--- src/rtl/operand_fetch.sv ---
// Register-read stage: 16x32 register file, immediate extension and a 1-entry elastic output register (1-cycle latency).
// Backpressure: inReady drops on a full stalled output, hazard/HOLD or flush. Define OPERAND_FETCH_WB_BYPASS_EN for writeback bypass.
module operand_fetch #(
    parameter int NREGS = 16,
    parameter int XLEN  = 32
) (
    input  logic            clk,
    input  logic            clrN,
    input  logic            inValid,
    output logic            inReady,
    input  logic [4:0]      opcode,
    input  logic            iOrReg,
    input  logic [3:0]      rd,
    input  logic [3:0]      rs1,
    input  logic [3:0]      rs2,
    input  logic [1:0]      modifier,
    input  logic [15:0]     imm,
    input  logic            flush,
    input  logic            wbEn,
    input  logic [3:0]      wbAddr,
    input  logic [XLEN-1:0] wbData,
    output logic            outValid,
    input  logic            outReady,
    output logic [4:0]      opcodeOut,
    output logic [3:0]      rdOut,
    output logic            isImmOut,
    output logic [XLEN-1:0] op1,
    output logic [XLEN-1:0] op2,
    output logic [XLEN-1:0] storeData
);

    localparam logic [4:0] OP_NOP  = 5'd13;
    localparam logic [4:0] OP_ST   = 5'd15;
    localparam logic [4:0] OP_BEQ  = 5'd16;
    localparam logic [4:0] OP_BGT  = 5'd17;
    localparam logic [4:0] OP_B    = 5'd18;
    localparam logic [4:0] OP_CALL = 5'd19;
    localparam logic [4:0] OP_RET  = 5'd20;

`ifdef OPERAND_FETCH_WB_BYPASS_EN
    localparam bit BYPASS = 1'b1;
`else
    localparam bit BYPASS = 1'b0;
`endif

    typedef enum logic {RUN, HOLD} state_t;

    state_t          r_state;
    state_t          w_state_nxt;
    logic [XLEN-1:0] r_rf [NREGS];

    logic            r_vld;
    logic [4:0]      r_opc;
    logic [3:0]      r_rd;
    logic            r_isimm;
    logic [XLEN-1:0] r_op1;
    logic [XLEN-1:0] r_op2;
    logic [XLEN-1:0] r_sd;

    logic            w_no_src;
    logic            w_is_st;
    logic [3:0]      w_src1;
    logic [XLEN-1:0] w_rs1_val;
    logic [XLEN-1:0] w_rs2_val;
    logic [XLEN-1:0] w_rd_val;
    logic [XLEN-1:0] w_imm_ext;
    logic            w_match;
    logic            w_hazard;
    logic            w_load;

    assign w_no_src = (opcode == OP_NOP) || (opcode == OP_BEQ) || (opcode == OP_BGT) ||
                      (opcode == OP_B)   || (opcode == OP_CALL);
    assign w_is_st  = (opcode == OP_ST);
    assign w_src1   = (opcode == OP_RET) ? 4'd15 : rs1;

    assign w_rs1_val = (BYPASS && wbEn && wbAddr == w_src1) ? wbData : r_rf[w_src1];
    assign w_rs2_val = (BYPASS && wbEn && wbAddr == rs2)    ? wbData : r_rf[rs2];
    assign w_rd_val  = (BYPASS && wbEn && wbAddr == rd)     ? wbData : r_rf[rd];

    always_comb begin
        case (modifier)
            2'b01:   w_imm_ext = XLEN'(imm);
            2'b10:   w_imm_ext = XLEN'({imm, 16'h0000});
            default: w_imm_ext = XLEN'($signed(imm));
        endcase
    end

    // Only registers this opcode really reads can collide with the pending write.
    assign w_match  = wbEn && !w_no_src &&
                      ((wbAddr == w_src1) || (!iOrReg && wbAddr == rs2) || (w_is_st && wbAddr == rd));
    assign w_hazard = !BYPASS && inValid && w_match;

    always_ff @(posedge clk or negedge clrN) begin
        if (!clrN) r_state <= RUN;
        else       r_state <= w_state_nxt;
    end

    always_comb begin
        w_state_nxt = r_state;
        if (flush) begin
            w_state_nxt = RUN;
        end else begin
            case (r_state)
                RUN:     if (w_hazard) w_state_nxt = HOLD;
                HOLD:    w_state_nxt = RUN;
                default: w_state_nxt = RUN;
            endcase
        end
    end

    always_comb begin
        inReady = (!r_vld || outReady) && (r_state == RUN) && !w_hazard && !flush;
    end

    assign w_load = inValid && inReady;

    always_ff @(posedge clk or negedge clrN) begin
        if (!clrN) begin
            for (int i = 0; i < NREGS; i++) r_rf[i] <= '0;
        end else if (wbEn) begin
            r_rf[wbAddr] <= wbData;
        end
    end

    always_ff @(posedge clk or negedge clrN) begin
        if (!clrN) begin
            r_vld   <= 1'b0;
            r_opc   <= '0;
            r_rd    <= '0;
            r_isimm <= 1'b0;
            r_op1   <= '0;
            r_op2   <= '0;
            r_sd    <= '0;
        end else if (flush) begin
            r_vld <= 1'b0;
        end else if (w_load) begin
            r_vld   <= 1'b1;
            r_opc   <= opcode;
            r_rd    <= rd;
            r_isimm <= iOrReg;
            r_op1   <= w_no_src ? '0 : w_rs1_val;
            r_op2   <= w_no_src ? '0 : (iOrReg ? w_imm_ext : w_rs2_val);
            r_sd    <= w_is_st ? w_rd_val : '0;
        end else if (outReady) begin
            r_vld <= 1'b0;
        end
    end

    assign outValid  = r_vld;
    assign opcodeOut = r_opc;
    assign rdOut     = r_rd;
    assign isImmOut  = r_isimm;
    assign op1       = r_op1;
    assign op2       = r_op2;
    assign storeData = r_sd;

endmodule

--- config.mk ---
export PLATFORM = sky130hd
export DESIGN_NAME = operand_fetch
export DESIGN_NICKNAME = d
export VERILOG_FILES = /design/src/rtl/operand_fetch.sv
export SDC_FILE = /design/constraint.sdc
export NUM_CORES = 1
export LEC_CHECK = 0
export CAP_MARGIN = 30
export CORE_ASPECT_RATIO = 0.8
export CORE_MARGIN = 2
export CORE_UTILIZATION = 63
export DETAILED_ROUTE_END_ITERATION = 8
export DONT_BUFFER_PORTS = 1
export GPL_ROUTABILITY_DRIVEN = 1
export PLACE_DENSITY_LB_ADDON = 0.2
export SYNTH_ARGS = -nofsm -noshare
export SYNTH_HDL_FRONTEND = slang
export SYNTH_SLANG_ARGS = --single-unit
--- constraint.sdc ---
create_clock -name clk -period 4.12 [get_ports clk]
set_input_delay 0.824 -clock clk [delete_from_list [all_inputs] [get_ports clk]]
set_output_delay 0.824 -clock clk [all_outputs]
set_load 0.05 [all_outputs]
==> impl_metrics.py, run 1 <==
metrics = {
    "route": {
        "met1_length_microns": 42630,
        "wirelength_microns": 109800,
        "ant_nets": 0,
        "vias_per_cell": 7.699,
        "wl_met2_microns": 48070,
        "dr_wl_met3_microns": 15400,
        "top_layer": "met4",
        "drc_errors": 0,
        "firstDrtPassIters": 5,
        "vias": 24546,
        "drt-wirelength-per-cell_microns": 34.45,
        "drtIter0Drc": 3308,
    },
    "clock_tree": {
        "h-tree-depth": 3,
        "ctsRootBufferMaster": "clkbuf_16",
        "clock_latency_ps": 610,
        "clk_pin_slew_ps": 50,
        "clk_path_buf_depth": 3,
        "cts_tree": "done",
        "cts_setup_buffers": 0,
        "cts.sinks": 620,
        "cts_buffers": 66,
        "cts_resized": 0,
    },
    "timing": {
        "fin_skew_ps": 19.38,
        "tightestPinTransition_ps": 2083,
        "rsz0062_at_grt": "false",
        "setup_violations": 0,
        "hold_viol": 18,
        "relSlewSlack_pct": -38.83,
        "fmax_mhz": 283.6,
        "min_period_over_period_pct": 85.58,
        "hold_ws_ps": -84.88,
        "fin_crit_ps": 3526,
        "fin_ws_ps": 594.1,
        "drv_slew": 295,
        "tns_ps": 0,
    },
    "worst_setup_path": {
        "arrival_ps": 2700,
        "required_ps": 3300,
        "cp_num_buf_inv": 1,
        "crit_type": "in -> out",
        "cpPeakStageDelay_ps": 580,
        "cp-end-kind": "output port",
        "rrSetupSlack_ps": 1800,
        "r2r_start": "r_rf[428]",
        "path_max_fanout": 8,
        "cp_slowest_cell": "nor4b_4",
        "cp-start-kind": "input port",
        "path_cells": "nor4b_4 > and2_1 > o22ai_1 > a21oi_2 > nor3_1 > nor2_1 > buf_4",
        "rr_worst_depth": 5,
        "cp_top_family": "simple AND/OR/NAND/NOR gates",
        "r2r_end": "op2[12]",
    },
    "outcome": {
        "status": "finished, violations left",
        "failed_checks": "negative hold slack, max-slew violations",
    },
    "floorplan": {
        "coreArea_sq_mm": 0.05670,
        "io_pins": 186,
        "start_util_pct": 63.79,
        "die_w_microns": 271.9,
        "rows": 78,
        "die_area_sq_mm": 0.05936,
        "die_h_microns": 218.3,
    },
    "synthesis": {
        "yosysWarnings": 0,
        "seq_area_frac_synth_pct": 42.90,
        "syn_area_sq_mm": 0.03617,
        "async_reset_ff_share_pct": 100.0,
        "synthCells": 2533,
        "synth_edf_count": 0,
        "ys_ff_latch": 620,
        "yosys-top-cells-count": "mux2_2, dfrtp_1, mux4_2",
        "ys_types": 48,
        "synth_top_cell_area_share_pct": 42.90,
        "yosysTopAreaCell": "dfrtp_1",
        "synth.area.top_cells": "dfrtp_1, mux2_2, mux4_2",
        "synth_nets": 2613,
        "yosysMostFrequentCell": "mux2_2",
        "syn_area_per_cell_sq_um": 14.28,
        "synth_ff_type": "dfrtp_1",
    },
    "grt": {
        "grt_usage_pct": 37.60,
        "grt_pass1_wl_microns": 164500,
        "grt_antenna_before_repair": 1,
        "gr-total-overflow": 0,
        "grt_max_degree": 621,
        "first_global_vias": 24864,
    },
    "power_and_ir_drop": {
        "p_per_area_mw_per_mm2": 519.9,
        "ir_drop_uv": 279.9,
        "static-leakage-power_nw": 15.77,
    },
    "finish": {
        "nets": 2460,
        "finalInstanceArea_sq_mm": 0.03886,
        "n_antenna_cell": 0,
        "syn2layout_area_growth_pct": 7.441,
        "instances_no_fill": 3188,
        "drive_gt1_share_pct": 49.42,
        "seq_area_sq_mm": 0.01551,
        "fillers": 3826,
        "multiInputGateArea_sq_mm": 0.01959,
    },
    "placement": {
        "dp_slack_ps": 658.4,
        "place_area_sq_mm": 0.03651,
        "gp_congestion": 0.8783,
        "hpwlAfterDp_microns": 60590,
        "place_inst": 3066,
        "io_buffer_count": 0,
    },
    "min_path": {
        "hold_class": "in -> async",
    },
    "job": {
        "maxCapViolations": 0,
    },
}
-- layer usage --
| metal | vias up | GRT usage (%) |
|---|---|---|
| li1 | 9654 | - |
| met1 | 12882 | 53.14 |
| met2 | 1730 | 53.96 |
| met3 | 280 | 14.06 |
| met4 | 0 | 12.84 |
| met5 | - | 0 |
-- worst max path at each step --
stage | startpoint | to | cells after the start
floorplan | opcode[2] | inReady | 6
global placement | opcode[1] | inReady | 7
detailed placement | opcode[1] | inReady | 7
CTS | opcode[1] | inReady | 7
global route | opcode[1] | inReady | 7
finish | opcode[1] | inReady | 7
-- flip-flops by register name, summed over array words and instances, names as in the netlist --
register,cells
r_state,1
rdOut,4
isImmOut,1
op2,32
opcodeOut,5
op1,32
outValid,1
storeData,32
r_rf,512
-- cells by family after synthesis --
logic type	count (synthesis)	synth area share (%)
muxes	1086	43.66
buffers and inverters	292	3.311
and+or+nand+nor	173	2.449
xor gates and xnor gates	10	0.2421
adders and majority gates	2	0.06918
DFF	620	42.90
AOI/OAI and AO/OA	350	7.375
-- worst reg2reg max path, stage by stage, from the launching register on --
cell and delay (ps):
dfrtp_1 420, mux4_2 470, mux2i_1 370, o21ai_0 410, a22o_1 300, mux2_2 250
-- cells in the final DEF, fill, tap and decap left out, types with 16 or more instances in the layout --
master,n
o221a_2,31
nand2_1,20
mux2_1,28
a211oi_1,113
dfrtp_1,620
nor2_1,51
mux4_2,324
mux2_2,664
inv_1,19
mux2i_1,70
clkbuf_16,71
o221ai_1,26
o22ai_1,18
a22oi_1,17
nand3_1,16
a22o_1,16
o21ai_0,64
buf_4,43
a2bb2oi_1,16
nand2b_1,19
nor2b_1,35
-- area by class of cell --
cell class | count | area share [%]
repair buffers | 52 | 1.088
clock buffers | 94 | 5.052
well taps | 760 | 2.447
flip-flops and latches | 620 | 39.93
multi-input cells | 1621 | 50.42
inverters | 19 | 0.1835
clock inverters | 22 | 0.8887
-- per-stage QoR --
stage / util (%) / total power [mW]
after detailed placement: 64.39 / 13.75
after floorplan: - / 12.81
after CTS: 68.46 / 20.14
after global placement: 64.38 / 13.47
final: 68.53 / 20.20
after global routing: 68.53 / 20.95
-- power breakdown --
group          total, mW  switching, mW  internal (mW)
clock network       6.42           2.53           3.88
registers           9.55           2.10           7.45
logic               4.23           1.36           2.88
total               20.2           5.99           14.2
No activity file was read; power rests on OpenSTA's default activity.
==> run 2: changes to the inputs <==
==> constraint.sdc (replaced) <==
create_clock -name clk -period 4.12 [get_ports clk]
set_input_delay 1.236 -clock clk [delete_from_list [all_inputs] [get_ports clk]]
set_output_delay 1.236 -clock clk [all_outputs]
set_load 0.05 [all_outputs]
==> run 2 against run 1 <==
  * The run ends with max-slew violations left
  * Clock skew down 8.4 ps
  * First-iteration DRC count down 9.6%
  * Sequential share of layout area up 0.12 points
  * Global-route usage down 0.071 points
  * Non-clock buffer count up 6
  * Power down 3.0%
  * Setup slack worse by 340 ps
  * Clock power down 8.9%
  * Critical endpoint unchanged
==> impl_metrics.py, run 2 (synthesis gave the netlist of run 1 again) <==
metrics = {
    "timing": {
        "rsz0062_at_grt": "false",
        "fmax_mhz": 258.8,
        "tns_ps": 0,
        "tightestPinTransition_ps": 3215,
        "relSlewSlack_pct": -114.3,
        "min_period_over_period_pct": 93.78,
        "setup_violations": 0,
        "fin_ws_ps": 256.3,
        "fin_crit_ps": 3864,
        "fin_skew_ps": 11.02,
        "hold_viol": 0,
        "drv_slew": 453,
    },
    "floorplan": {
        "die_w_microns": 271.9,
        "rows": 78,
        "io_pins": 186,
        "die_h_microns": 218.3,
        "coreArea_sq_mm": 0.05670,
        "start_util_pct": 63.79,
        "die_area_sq_mm": 0.05936,
    },
    "route": {
        "wirelength_microns": 109200,
        "drt-wirelength-per-cell_microns": 34.24,
        "drtIter0Drc": 2989,
        "vias": 24614,
        "drc_errors": 0,
        "firstDrtPassIters": 7,
        "ant_nets": 0,
        "vias_per_cell": 7.721,
    },
    "grt": {
        "gr-total-overflow": 0,
        "grt_max_degree": 621,
        "grt_antenna_before_repair": 1,
        "first_global_vias": 25360,
        "grt_pass1_wl_microns": 165600,
        "grt_usage_pct": 37.52,
    },
    "clock_tree": {
        "clk_pin_slew_ps": 60,
        "clk_path_buf_depth": 3,
        "h-tree-depth": 2,
        "cts_tree": "done",
        "ctsRootBufferMaster": "clkbuf_16",
        "cts_hold_buf": 0,
        "cts.sinks": 620,
        "cts_buffers": 61,
        "clock_latency_ps": 630,
        "cts_setup_buffers": 0,
        "cts_resized": 0,
    },
    "finish": {
        "top_register": "r_rf",
        "finalInstanceArea_sq_mm": 0.03874,
        "largest_reg_flops": 512,
        "instances_no_fill": 3188,
        "syn2layout_area_growth_pct": 7.109,
        "layout_common_cells": "mux2_2, dfrtp_1, mux4_2",
        "n_antenna_cell": 0,
        "final_common_cell": "mux2_2",
        "nets": 2461,
        "drive_gt1_share_pct": 49.63,
    },
    "placement": {
        "place_area_sq_mm": 0.03665,
        "io_buffer_count": 0,
        "hpwlAfterDp_microns": 60190,
        "gp_congestion": 0.8864,
        "place_inst": 3076,
        "dp_slack_ps": 279.6,
    },
    "outcome": {
        "failed_checks": "max-slew violations",
        "status": "finished, violations left",
    },
    "worst_setup_path": {
        "required_ps": 2880,
        "crit_type": "in -> out",
        "arrival_ps": 2630,
        "cp-start-kind": "input port",
        "path_max_fanout": 7,
        "cp-end-kind": "output port",
        "rrSetupSlack_ps": 1660,
    },
    "power_and_ir_drop": {
        "power.total_mw": 19.60,
        "p_int_mw": 13.72,
        "switchingPower_mw": 5.880,
        "static-leakage-power_nw": 15.70,
        "switching_share_pct": 29.99,
        "seq_power_share_pct": 48.7,
        "power_frac_clock_pct": 29.8,
        "pwr-share-comb_pct": 21.5,
        "ir_drop_uv": 355.6,
        "p_per_area_mw_per_mm2": 506.1,
    },
    "min_path": {
        "hold_class": "in -> async",
    },
    "job": {
        "maxCapViolations": 0,
    },
}
==> run 2: cell type report <==
type                    count  area (sq um)
multi-input cells        1621         19590
fillers                  3785         17960
flip-flops and latches    620         15510
clock buffers              84          1753
well taps                 760         950.9
repair buffers             58         538.0
clock inverters            26         322.8
inverters                  19         71.32
==> run 2: worst max-delay path, cell delays in order <==
cell and delay, ps:
nor4b_4 290, buf_4 210, a22oi_1 80, o22ai_1 160
a21oi_2 110, nor3_1 380, nor2_4 160
==> run 2: stage by stage <==
step | hold slack [ps] | utilization [%]
floorplan | 508.2 | -
detailed placement | 535.0 | 64.63
CTS | 307.8 | 68.30
global placement | 521.3 | 64.60
finish | 320.1 | 68.32
global route | 317.8 | 68.32
==> run 2: layer usage <==
| layer | vias up | track usage (%) | wire length (microns) |
|---|---|---|---|
| met4 | 2 | 14.95 | 4667 |
| met1 | 12904 | 51.59 | 41550 |
| met2 | 1677 | 55.29 | 48110 |
| met5 | - | 0 | 19 |
| li1 | 9660 | - | - |
| met3 | 371 | 13.01 | 14810 |
==> run 2: power groups by stage <==
| stage | clock network (mW) | registers (mW) | logic (mW) |
|---|---|---|---|
| floorplan | 0 | 9.06 | 3.75 |
| CTS | 5.89 | 9.48 | 4.18 |
| global placement | 0 | 9.45 | 4.01 |
| finish | 5.85 | 9.54 | 4.22 |
| detailed placement | 0 | 9.59 | 4.15 |
| global route | 6.16 | 9.72 | 4.49 |
==> run 2: worst paths after layout <==
path,start,end,cells past startpoint
setup / recovery,opcode[1],inReady,7
hold / removal,clrN,r_rf[483],0
setup reg to reg,r_rf[23],op2[23],5
hold reg to reg,r_rf[140],r_rf[140],1
max in group asynchronous,clrN,r_rf[174],0
min in group clk,r_rf[140],r_rf[140],1
==> run 3: changes to the inputs <==
Settings changed: ABC_CLOCK_PERIOD_IN_PS set to 4120, CORE_MARGIN 2 to not set.
==> run 3 against run 2 <==
  * Register-to-register slack better by 40 ps
  * Sequential share of layout area down 0.24 points
  * Count of clock-buffer cells in the layout up 12
  * The flow still finishes with violations (max-slew violations)
  * Flip-flop and latch count unchanged
  * First-iteration DRC count up 23%
  * Via count up 0.12%
  * Die area down 1.6%
==> impl_metrics.py, run 3 (synthesis gave the netlist of run 1 again) <==
metrics = {
    "finish": {
        "layout_common_cells": "mux2_2, dfrtp_1, mux4_2",
        "final_common_cell": "mux2_2",
        "fin_util_pct": 68.73,
        "n_antenna_cell": 0,
        "nets": 2462,
        "top_register": "r_rf",
        "drive_gt1_share_pct": 49.42,
        "instances_no_fill": 3190,
        "largest_reg_flops": 512,
        "syn2layout_area_growth_pct": 7.753,
    },
    "worst_setup_path": {
        "crit_path_start": "opcode[1]",
        "cp-end-kind": "output port",
        "arrival_ps": 2740,
        "r2r_start": "r_rf[85]",
        "required_ps": 2880,
        "path_max_fanout": 7,
        "crit_type": "in -> out",
        "rrSetupSlack_ps": 1700,
        "cp-start-kind": "input port",
    },
    "power_and_ir_drop": {
        "p_per_area_mw_per_mm2": 513.4,
        "static-leakage-power_nw": 15.80,
        "power.total_mw": 20.01,
        "ir_drop_uv": 398.2,
    },
    "timing": {
        "fin_skew_ps": 15.59,
        "hold_viol": 0,
        "min_period_over_period_pct": 96.55,
        "tns_ps": 0,
        "drv_slew": 71,
        "rsz0062_at_grt": "false",
        "relSlewSlack_pct": -5.075,
        "tightestPinTransition_ps": 1576,
        "fin_crit_ps": 3978,
        "hold_ws_ps": 334.5,
        "setup_violations": 0,
        "fmax_mhz": 251.4,
    },
    "clock_tree": {
        "cts_buffers": 66,
        "clock_latency_ps": 610,
        "cts_setup_buffers": 0,
        "cts_hold_buf": 0,
        "cts.sinks": 620,
        "h-tree-depth": 3,
        "clk_pin_slew_ps": 60,
        "cts_resized": 0,
        "ctsRootBufferMaster": "clkbuf_16",
        "cts_tree": "done",
        "clk_path_buf_depth": 3,
    },
    "placement": {
        "hpwlAfterDp_microns": 58990,
        "gp_congestion": 0.8786,
        "io_buffer_count": 0,
        "place_inst": 3068,
    },
    "floorplan": {
        "die_w_microns": 269.9,
        "die_area_sq_mm": 0.05838,
        "die_h_microns": 216.3,
        "rows": 78,
        "start_util_pct": 63.79,
        "io_pins": 186,
        "coreArea_sq_mm": 0.05670,
    },
    "route": {
        "drc_errors": 0,
        "drtIter0Drc": 3682,
        "wirelength_microns": 109700,
        "vias_per_cell": 7.725,
        "firstDrtPassIters": 5,
        "ant_nets": 0,
        "vias": 24643,
        "drt-wirelength-per-cell_microns": 34.40,
    },
    "grt": {
        "gr-total-overflow": 0,
        "first_global_vias": 25311,
        "grt_antenna_before_repair": 1,
        "grt_max_degree": 621,
        "grt_usage_pct": 38.41,
        "grt_pass1_wl_microns": 166300,
    },
    "outcome": {
        "failed_checks": "max-slew violations",
        "status": "finished, violations left",
    },
    "min_path": {
        "hold_class": "in -> async",
    },
    "job": {
        "maxCapViolations": 0,
    },
}
==> run 3: changes by cell type in the layout (fill, tap and decap cells not counted) <==
cell / before / now
clkbuf_16: 61 / 73
buf_4: 43 / 33
clkbuf_1: 9 / 15
clkbuf_8: 14 / 8
buf_12: 9 / 14
buf_2: 4 / 0
clkbuf_4: 2 / 6
clkinvlp_4: 4 / 1
clkinv_4: 2 / 0
buf_16: 0 / 1
bufinv_16: 7 / 6
==> run 3: path summary, 6_finish.rpt <==
kind,end,cells past startpoint
max in group asynchronous,op1[20],0
setup / recovery,inReady,8
min in group clk,r_rf[313],1
hold reg to reg,r_rf[313],1
setup reg to reg,op2[21],5
hold / removal,storeData[2],0
==> run 3: area by class of cell <==
cell class | instances | area [sq um]
Clock buffer | 96 | 1993
Multi-Input combinational cell | 1621 | 19590
Tap cell | 760 | 950.9
Sequential cell | 620 | 15510
Fill cell | 3826 | 17730
Timing Repair Buffer | 54 | 600.6
Clock inverter | 20 | 252.7
Inverter | 19 | 71.32
==> run 3: stage by stage <==
stage	setup slack, ps	instance area, sq um
2_1_floorplan	113.3	36190
3_3_place_gp	216.6	36650
3_5_place_dp	155.4	36680
4_1_cts	148.3	38930
5_1_grt	32.52	38970
6_report	142.1	38970
==> run 3: layer usage <==
metal,vias up,part of all wire (%),GRT usage [%]
met2,1725,44,55.62
met3,312,14,13.94
met1,12961,38,53.40
li1,9643,-,-
met5,-,0.012,0
met4,2,3.9,14.53
==> run 3: critical path: stages <==
cell and delay (ps):
nor4b_4 290, buf_4 220, a22oi_1 80, o22ai_1 180, a21oi_2 120, nor3_1 390
nor2_4 80, buf_12 160
==> run 3: power breakdown <==
part / leakage, nW / internal (mW) / switching, mW
combinational: 7.01 / 2.90 / 1.36
clock: 1.11 / 3.73 / 2.48
sequential: 7.68 / 7.45 / 2.09
total: 15.8 / 14.1 / 5.93
